**src/rtl/inport_buffered_pkg.sv**
```systemverilog
// Shared definitions for the buffered router input port.
// Holds the route index constants for the one-hot route vector, the number of
// router ports, and a constant clog2 helper used to size pointers and counters.
package inport_buffered_pkg;

    localparam int NUM_PORTS   = 5;

    localparam int ROUTE_LOCAL = 4;
    localparam int ROUTE_NORTH = 3;
    localparam int ROUTE_SOUTH = 2;
    localparam int ROUTE_EAST  = 1;
    localparam int ROUTE_WEST  = 0;

    // Ceiling log2, usable in parameter and port-width expressions
    function automatic int clog2(input int value);
        int result;
        result = 32'sd0;
        while ((32'sd1 << result) < value) begin
            result = result + 32'sd1;
        end
        return result;
    endfunction

endpackage

```
**src/rtl/inport_fifo.sv**
```systemverilog
// Flit FIFO for the buffered input port.
// Ports:
//   clk, rst_n      clock and asynchronous active-low reset
//   push_req, din   upstream flit valid and data
//   pop_req         allocator grant for the head flit
//   pop             grant accepted this cycle (FIFO was not empty)
//   count           occupancy, 0..FIFO_DEPTH
//   overflow        sticky flag: push attempted while full with no pop
//   head_valid_nxt  FIFO will be non-empty after this edge
//   head_data_nxt   flit that will be at the head after this edge (0 if empty)
// The look-ahead head outputs let the parent register the head flit so a flit
// pushed into an empty FIFO is presented exactly one edge later.
module inport_fifo
    import inport_buffered_pkg::*;
#(
    parameter  int DATA_W     = 48,
    parameter  int FIFO_DEPTH = 4,
    localparam int PTR_W      = clog2(FIFO_DEPTH),
    localparam int CNT_W      = clog2(FIFO_DEPTH + 1)
) (
    input  logic              clk,
    input  logic              rst_n,
    input  logic              push_req,
    input  logic [DATA_W-1:0] din,
    input  logic              pop_req,
    output logic              pop,
    output logic [CNT_W-1:0]  count,
    output logic              overflow,
    output logic              head_valid_nxt,
    output logic [DATA_W-1:0] head_data_nxt
);

    logic [DATA_W-1:0] mem_r [FIFO_DEPTH];
    logic [PTR_W-1:0]  wr_ptr_r;
    logic [PTR_W-1:0]  rd_ptr_r;
    logic [PTR_W-1:0]  next_rd_s;
    logic [CNT_W-1:0]  count_r;
    logic [CNT_W-1:0]  remaining_s;
    logic              overflow_r;
    logic              full_s;
    logic              empty_s;
    logic              push_s;
    logic              pop_s;

    assign full_s    = (count_r == CNT_W'(FIFO_DEPTH));
    assign empty_s   = (count_r == {CNT_W{1'b0}});
    assign pop_s     = pop_req && !empty_s;
    // A full FIFO still accepts a push when the head leaves in the same cycle
    assign push_s    = push_req && (!full_s || pop_s);
    assign next_rd_s = pop_s ? (rd_ptr_r + PTR_W'(1'b1)) : rd_ptr_r;
    // Entries that survive this edge, not counting the one being pushed
    assign remaining_s = count_r - CNT_W'(pop_s);

    // Storage write; contents are don't-care after reset so no reset term
    always_ff @(posedge clk) begin
        if (push_s) begin
            mem_r[wr_ptr_r] <= din;
        end
    end

    // Pointers, occupancy and the sticky overflow flag
    always_ff @(posedge clk or negedge rst_n) begin
        if (!rst_n) begin
            wr_ptr_r   <= {PTR_W{1'b0}};
            rd_ptr_r   <= {PTR_W{1'b0}};
            count_r    <= {CNT_W{1'b0}};
            overflow_r <= 1'b0;
        end else begin
            if (push_s) begin
                wr_ptr_r <= wr_ptr_r + PTR_W'(1'b1);
            end
            rd_ptr_r <= next_rd_s;
            case ({push_s, pop_s})
                2'b10:   count_r <= count_r + CNT_W'(1'b1);
                2'b01:   count_r <= count_r - CNT_W'(1'b1);
                default: count_r <= count_r;
            endcase
            if (push_req && full_s && !pop_s) begin
                overflow_r <= 1'b1;
            end
        end
    end

    // Look-ahead head: an old entry if one survives, else the flit being pushed
    always_comb begin
        head_data_nxt = {DATA_W{1'b0}};
        if (remaining_s != {CNT_W{1'b0}}) begin
            head_data_nxt = mem_r[next_rd_s];
        end else if (push_s) begin
            head_data_nxt = din;
        end else begin
            head_data_nxt = {DATA_W{1'b0}};
        end
    end

    assign head_valid_nxt = (remaining_s != {CNT_W{1'b0}}) || push_s;
    assign pop            = pop_s;
    assign count          = count_r;
    assign overflow       = overflow_r;

endmodule

```
**src/rtl/inport_buffered.sv**
```systemverilog
// Buffered router input port.
// Buffers upstream flits, presents the registered head flit with its XY route
// request to the switch allocator, and returns one credit per flit consumed.
// Ports:
//   clka, rsta      clock and asynchronous active-low reset
//   valid_din       upstream flit valid
//   channel_din     upstream flit; X dest in the top COORD_W bits, Y dest below
//   grant_din       allocator consumes the head flit this cycle
//   credit_dout     one-cycle pulse in the cycle after each pop
//   request_dout    head flit present
//   route_dout      one-hot route [4]=local [3]=north [2]=south [1]=east [0]=west
//   x_hit_dout      head X dest equals X_LOCAL
//   y_hit_dout      head Y dest equals Y_LOCAL
//   packet_dout     head flit, 0 when empty
//   overflow_dout   sticky overflow flag
//   count_dout      occupancy
module inport_buffered
    import inport_buffered_pkg::*;
#(
    parameter int X_LOCAL    = 2,
    parameter int Y_LOCAL    = 2,
    parameter int COORD_W    = 4,
    parameter int DATA_W     = 48,
    parameter int FIFO_DEPTH = 4
) (
    input  logic                               clka,
    input  logic                               rsta,
    input  logic                               valid_din,
    input  logic [DATA_W-1:0]                  channel_din,
    output logic                               credit_dout,
    output logic                               request_dout,
    output logic [NUM_PORTS-1:0]               route_dout,
    output logic                               x_hit_dout,
    output logic                               y_hit_dout,
    output logic [DATA_W-1:0]                  packet_dout,
    input  logic                               grant_din,
    output logic                               overflow_dout,
    output logic [clog2(FIFO_DEPTH+1)-1:0]     count_dout
);

    localparam int CNT_W = clog2(FIFO_DEPTH + 1);
    localparam logic [COORD_W-1:0] X_LOC = COORD_W'(X_LOCAL);
    localparam logic [COORD_W-1:0] Y_LOC = COORD_W'(Y_LOCAL);

    logic                 pop_s;
    logic                 head_valid_nxt_s;
    logic [DATA_W-1:0]    head_data_nxt_s;
    logic [CNT_W-1:0]     count_s;
    logic                 overflow_s;
    logic [COORD_W-1:0]   x_dest_s;
    logic [COORD_W-1:0]   y_dest_s;
    logic [NUM_PORTS-1:0] route_s;
    logic                 x_hit_s;
    logic                 y_hit_s;

    logic                 credit_r;
    logic                 request_r;
    logic [NUM_PORTS-1:0] route_r;
    logic                 x_hit_r;
    logic                 y_hit_r;
    logic [DATA_W-1:0]    packet_r;

    inport_fifo #(
        .DATA_W     (DATA_W),
        .FIFO_DEPTH (FIFO_DEPTH)
    ) u_fifo (
        .clk            (clka),
        .rst_n          (rsta),
        .push_req       (valid_din),
        .din            (channel_din),
        .pop_req        (grant_din),
        .pop            (pop_s),
        .count          (count_s),
        .overflow       (overflow_s),
        .head_valid_nxt (head_valid_nxt_s),
        .head_data_nxt  (head_data_nxt_s)
    );

    assign x_dest_s = head_data_nxt_s[DATA_W-1 -: COORD_W];
    assign y_dest_s = head_data_nxt_s[DATA_W-COORD_W-1 -: COORD_W];

    // Dimension-order route decode of the upcoming head; all zero when empty
    always_comb begin
        route_s = {NUM_PORTS{1'b0}};
        x_hit_s = 1'b0;
        y_hit_s = 1'b0;
        if (head_valid_nxt_s) begin
            x_hit_s = (x_dest_s == X_LOC);
            y_hit_s = (y_dest_s == Y_LOC);
            if (x_dest_s > X_LOC) begin
                route_s[ROUTE_EAST] = 1'b1;
            end else if (x_dest_s < X_LOC) begin
                route_s[ROUTE_WEST] = 1'b1;
            end else if (y_dest_s > Y_LOC) begin
                route_s[ROUTE_NORTH] = 1'b1;
            end else if (y_dest_s < Y_LOC) begin
                route_s[ROUTE_SOUTH] = 1'b1;
            end else begin
                route_s[ROUTE_LOCAL] = 1'b1;
            end
        end else begin
            route_s = {NUM_PORTS{1'b0}};
        end
    end

    // Head, route and credit registers
    always_ff @(posedge clka or negedge rsta) begin
        if (!rsta) begin
            credit_r  <= 1'b0;
            request_r <= 1'b0;
            route_r   <= {NUM_PORTS{1'b0}};
            x_hit_r   <= 1'b0;
            y_hit_r   <= 1'b0;
            packet_r  <= {DATA_W{1'b0}};
        end else begin
            credit_r  <= pop_s;
            request_r <= head_valid_nxt_s;
            route_r   <= route_s;
            x_hit_r   <= x_hit_s;
            y_hit_r   <= y_hit_s;
            packet_r  <= head_data_nxt_s;
        end
    end

    assign credit_dout   = credit_r;
    assign request_dout  = request_r;
    assign route_dout    = route_r;
    assign x_hit_dout    = x_hit_r;
    assign y_hit_dout    = y_hit_r;
    assign packet_dout   = packet_r;
    assign overflow_dout = overflow_s;
    assign count_dout    = count_s;

endmodule

```
**config.mk**
```make
export PLATFORM = sky130hd
export DESIGN_NAME = inport_buffered
export DESIGN_NICKNAME = d
export VERILOG_FILES = /design/src/rtl/inport_buffered_pkg.sv /design/src/rtl/inport_fifo.sv /design/src/rtl/inport_buffered.sv
export SDC_FILE = /design/constraint.sdc
export NUM_CORES = 1
export LEC_CHECK = 0
export CAP_MARGIN = 5
export CORE_UTILIZATION = 45
export CTS_CLUSTER_DIAMETER = 30
export DETAILED_ROUTE_END_ITERATION = 6
export PLACE_DENSITY = 0.67
export SETUP_SLACK_MARGIN = 0.15
export SLEW_MARGIN = 25
export SYNTH_ARGS = -nofsm -noshare
export SYNTH_HDL_FRONTEND = slang
export SYNTH_SLANG_ARGS = --single-unit
```
**constraint.sdc**
```tcl
create_clock -name clka -period 3.3 [get_ports clka]
set_input_delay 0.66 -clock clka [delete_from_list [all_inputs] [get_ports clka]]
set_output_delay 0.66 -clock clka [all_outputs]
set_load 0.005 [all_outputs]
```
==> flow_metrics.tcl <==
set metrics [dict create \
    grt_pass1_vias 5685 \
    max-vdd-ir-drop_mv 0.544 \
    detailedRoute.firstIterationViolations 410 \
    post_synthesis_cell_area_um2 9840 \
    drt-met1-wl_mm 8.65 \
    worstPathMaxFanout 10 \
    clk_root_buffer_cell "clkbuf_16" \
    power_density_nw_per_um2 1060 \
    antennaDiodeCount 0 \
    status "finished, final reports clean" \
    global_route.usage.total_pct 19.0 \
    syn_avg_cell_area_um2 20.4 \
    routabilityCongestion 0.874 \
    regToRegStartpoint "u_fifo.count[2]" \
    fin_worst_hold_slack_ns 0.0718 \
    synth.yosys.seq_area_share_pct 75.1 \
    wl_mm 20.2 \
    reg2reg_to "route_dout[1]" \
    rsz0062_at_grt "false" \
    cp_cell_sequence "o31ai_4, inv_6, ha_1, xor2_1, buf_4, o21ai_0, nor3_1, a221oi_2, inv_1, a21o_1" \
    clock-skew-final_ns 0.0197 \
    synth_ff_type "edfxtp_1" \
    post_cts_hold_buffer_count 0 \
    reg2reg_setup_slack_ns 0.59 \
    core_area_um2 21200 \
    route.met3.wl_mm 1.35 \
    hold_path.class "in2async" \
    synth_seq_cells 257 \
    drive_above_1_share_pct 24.1 \
    fin_hold_viols 0 \
    synth.net_count 541 \
    total_leakage_power_nw 4.70 \
    final.period_utilization_pct 82.1 \
    floorplan.die.width_um 150 \
    cp_num_buf_inv 3 \
    worst-r2r-cell-count 10 \
    initial_cell_density_of_the_core_pct 46.4 \
    port-buffer-count 112 \
    layout.cells.most_common_list "edfxtp_1 (192), clkdlybuf4s50_1 (111), dfrtp_1 (65)" \
    setup_tns_ns 0 \
    num_rows 53 \
    worstPathArrival_ns 3.11 \
    first_pass_iters 5 \
    drc 0 \
    synth.distinct_cells 49 \
    wl_met2_mm 9.86 \
    number_of_clock_buffers_inserted_by_tritoncts 43 \
    initial_antenna_violation_count 0 \
    maxUsedRoutingLayer "met4" \
    chipHeight_um 150 \
    postCtsResizedCells 0 \
    synthesis.instances 482 \
    critical-path-slowest-cell "dfrtp_1" \
    worst_setup_path_start_kind "register" \
    wire_length_of_the_first_global_routing_pass_mm 31.7 \
    vias_per_cell 5.53 \
    p_r_area_growth_vs_syn_pct 31.1 \
    largest_net_degree_at_the_start_of_global_routing 66 \
    setup.worst_path.class "reg2reg" \
    clock_transition_at_the_register_clock_pins_on_the_worst_setup_and_hold_paths_after_cts_ns 0.05 \
    post_cts.repair.setup_buffers 0 \
    setup_viol 0 \
    crit_end_category "register" \
    antenna_left 0 \
    overflow_after_grt 0 \
    synth-edff-count 192 \
    ioPinCount 113 \
    maximum_single_stage_delay_on_the_critical_path_ns 0.53 \
    insertion_delay_of_the_later_clocked_pin_in_the_worst_skew_pair_ns 0.52 \
    die_area_um2 22500 \
    timing.fmax_ghz 0.369 \
    cts.sink_count 257 \
    timing.critical_path.max_delay_family "compound AO/OA/AOI/OAI gates" \
    total_via_count_in_the_routed_design 5219 \
    tightestPinTransition_ns 0.957 \
    num-nets-final 692 \
    wl_per_cell_um 21.4 \
    worst-endpoint-required_ns 3.70 \
    final-max-slew-violation-count 0 \
    tritoncts "yes" \
    max-cap-violations 0 \
    synthArstFlopShare_pct 25.3 \
    synth.yosys.warnings 0 \
    final_period_minus_worst_setup_slack_ns 2.71 \
    htree_levels 2 \
    clock_tree.buffer_depth 3 \
    post-dp-hpwl_mm 11.6 \
    timing.slew.headroom_pct 36.2 \
    layout_commonest_cell "edfxtp_1" \
]
==> state kept, by name (all words and copies together) (netlist names) <==
signal,count
credit_dout,1
packet_dout,48
request_dout,1
route_dout,5
u_fifo.count,3
u_fifo.mem_r,192
u_fifo.overflow,1
u_fifo.rd_ptr_r,2
u_fifo.wr_ptr_r,2
x_hit_dout,1
y_hit_dout,1
==> through the flow <==
step	total power [mW]	utilization, %	setup slack, ns	cell area [um^2]	instances
6_report	13.7	60.8	0.591	12900	943
5_1_grt	14.3	60.8	0.436	12900	943
4_1_cts	13.8	60.7	0.597	12900	942
3_5_place_dp	9.25	53.5	0.130	11400	862
3_3_place_gp	9.18	53.5	0.183	11400	862
2_1_floorplan	7.52	-	0.742	9840	482
==> cell usage after synthesis (all sizes together) (2+ instances only) <==
master,count,area [um^2]
a2111oi,3,32.5
a211oi,4,30.0
a21o,2,15.0
a21oi,2,10.0
a221o,2,20.0
a22o,40,350
a31oi,2,12.5
and2,2,12.5
and3,5,31.3
buf,16,123
clkbuf,11,45.1
dfrtp,65,1630
edfxtp,192,5770
ha,6,75.1
inv,10,42.5
mux2i,10,100
mux4,48,1080
nand2,8,30.0
nand2b,2,12.5
nand3b,4,30.0
nor2,6,22.5
nor2b,2,12.5
nor3,6,30.0
nor3b,4,30.0
nor4b,2,23.8
o21ai,7,35.0
o311a,4,40.0
or2,2,12.5
xnor2,3,45.1
xor2,4,42.6
==> how the worst max path moves through the flow <==
stage,from,end,cells after the start,slack [ns]
finish,u_fifo.count[2],route_dout[1],10,0.59
global route,u_fifo.count[2],route_dout[3],10,0.44
CTS,u_fifo.count[2],route_dout[1],10,0.60
detailed placement,grant_din,u_fifo.count[2],10,0.13
global placement,grant_din,u_fifo.count[2],10,0.18
floorplan,grant_din,u_fifo.count[2],9,0.74
==> metal layers <==
| layer | up-vias | global-route usage, % |
|---|---|---|
| li1 | 2289 | - |
| met1 | 2691 | 25.5 |
| met2 | 209 | 31.0 |
| met3 | 30 | 4.57 |
| met4 | 0 | 5.81 |
| met5 | - | 0 |
==> power breakdown <==
part           total [mW]  internal, mW  switching [mW]
sequential           4.82          4.42           0.402
combinational        4.33          2.36            1.97
clock                4.53          2.97            1.56
==> cell families (layout without fill, tap and decap cells) <==
logic type / after synthesis / in the layout / synth area share, %
AOI/OAI and AO/OA: 71 / 71 / 6.20
xor gates and xnor gates: 7 / 7 / 0.890
adders and majority gates: 7 / 7 / 0.966
buffers and inverters: 37 / 223 / 2.14
DFF: 257 / 257 / 75.1
muxes: 58 / 58 / 12.0
and+or+nand+nor: 45 / 45 / 2.71
==> final cells by class <==
cell class | count | area [um^2]
well taps | 275 | 344
clock buffers | 46 | 1120
inverters | 10 | 42.5
fillers | 1540 | 8320
clock inverters | 34 | 395
flip-flops and latches | 257 | 7390
repair buffers | 133 | 1350
multi-input cells | 188 | 2270
No activity file was read; power rests on OpenSTA's default activity.
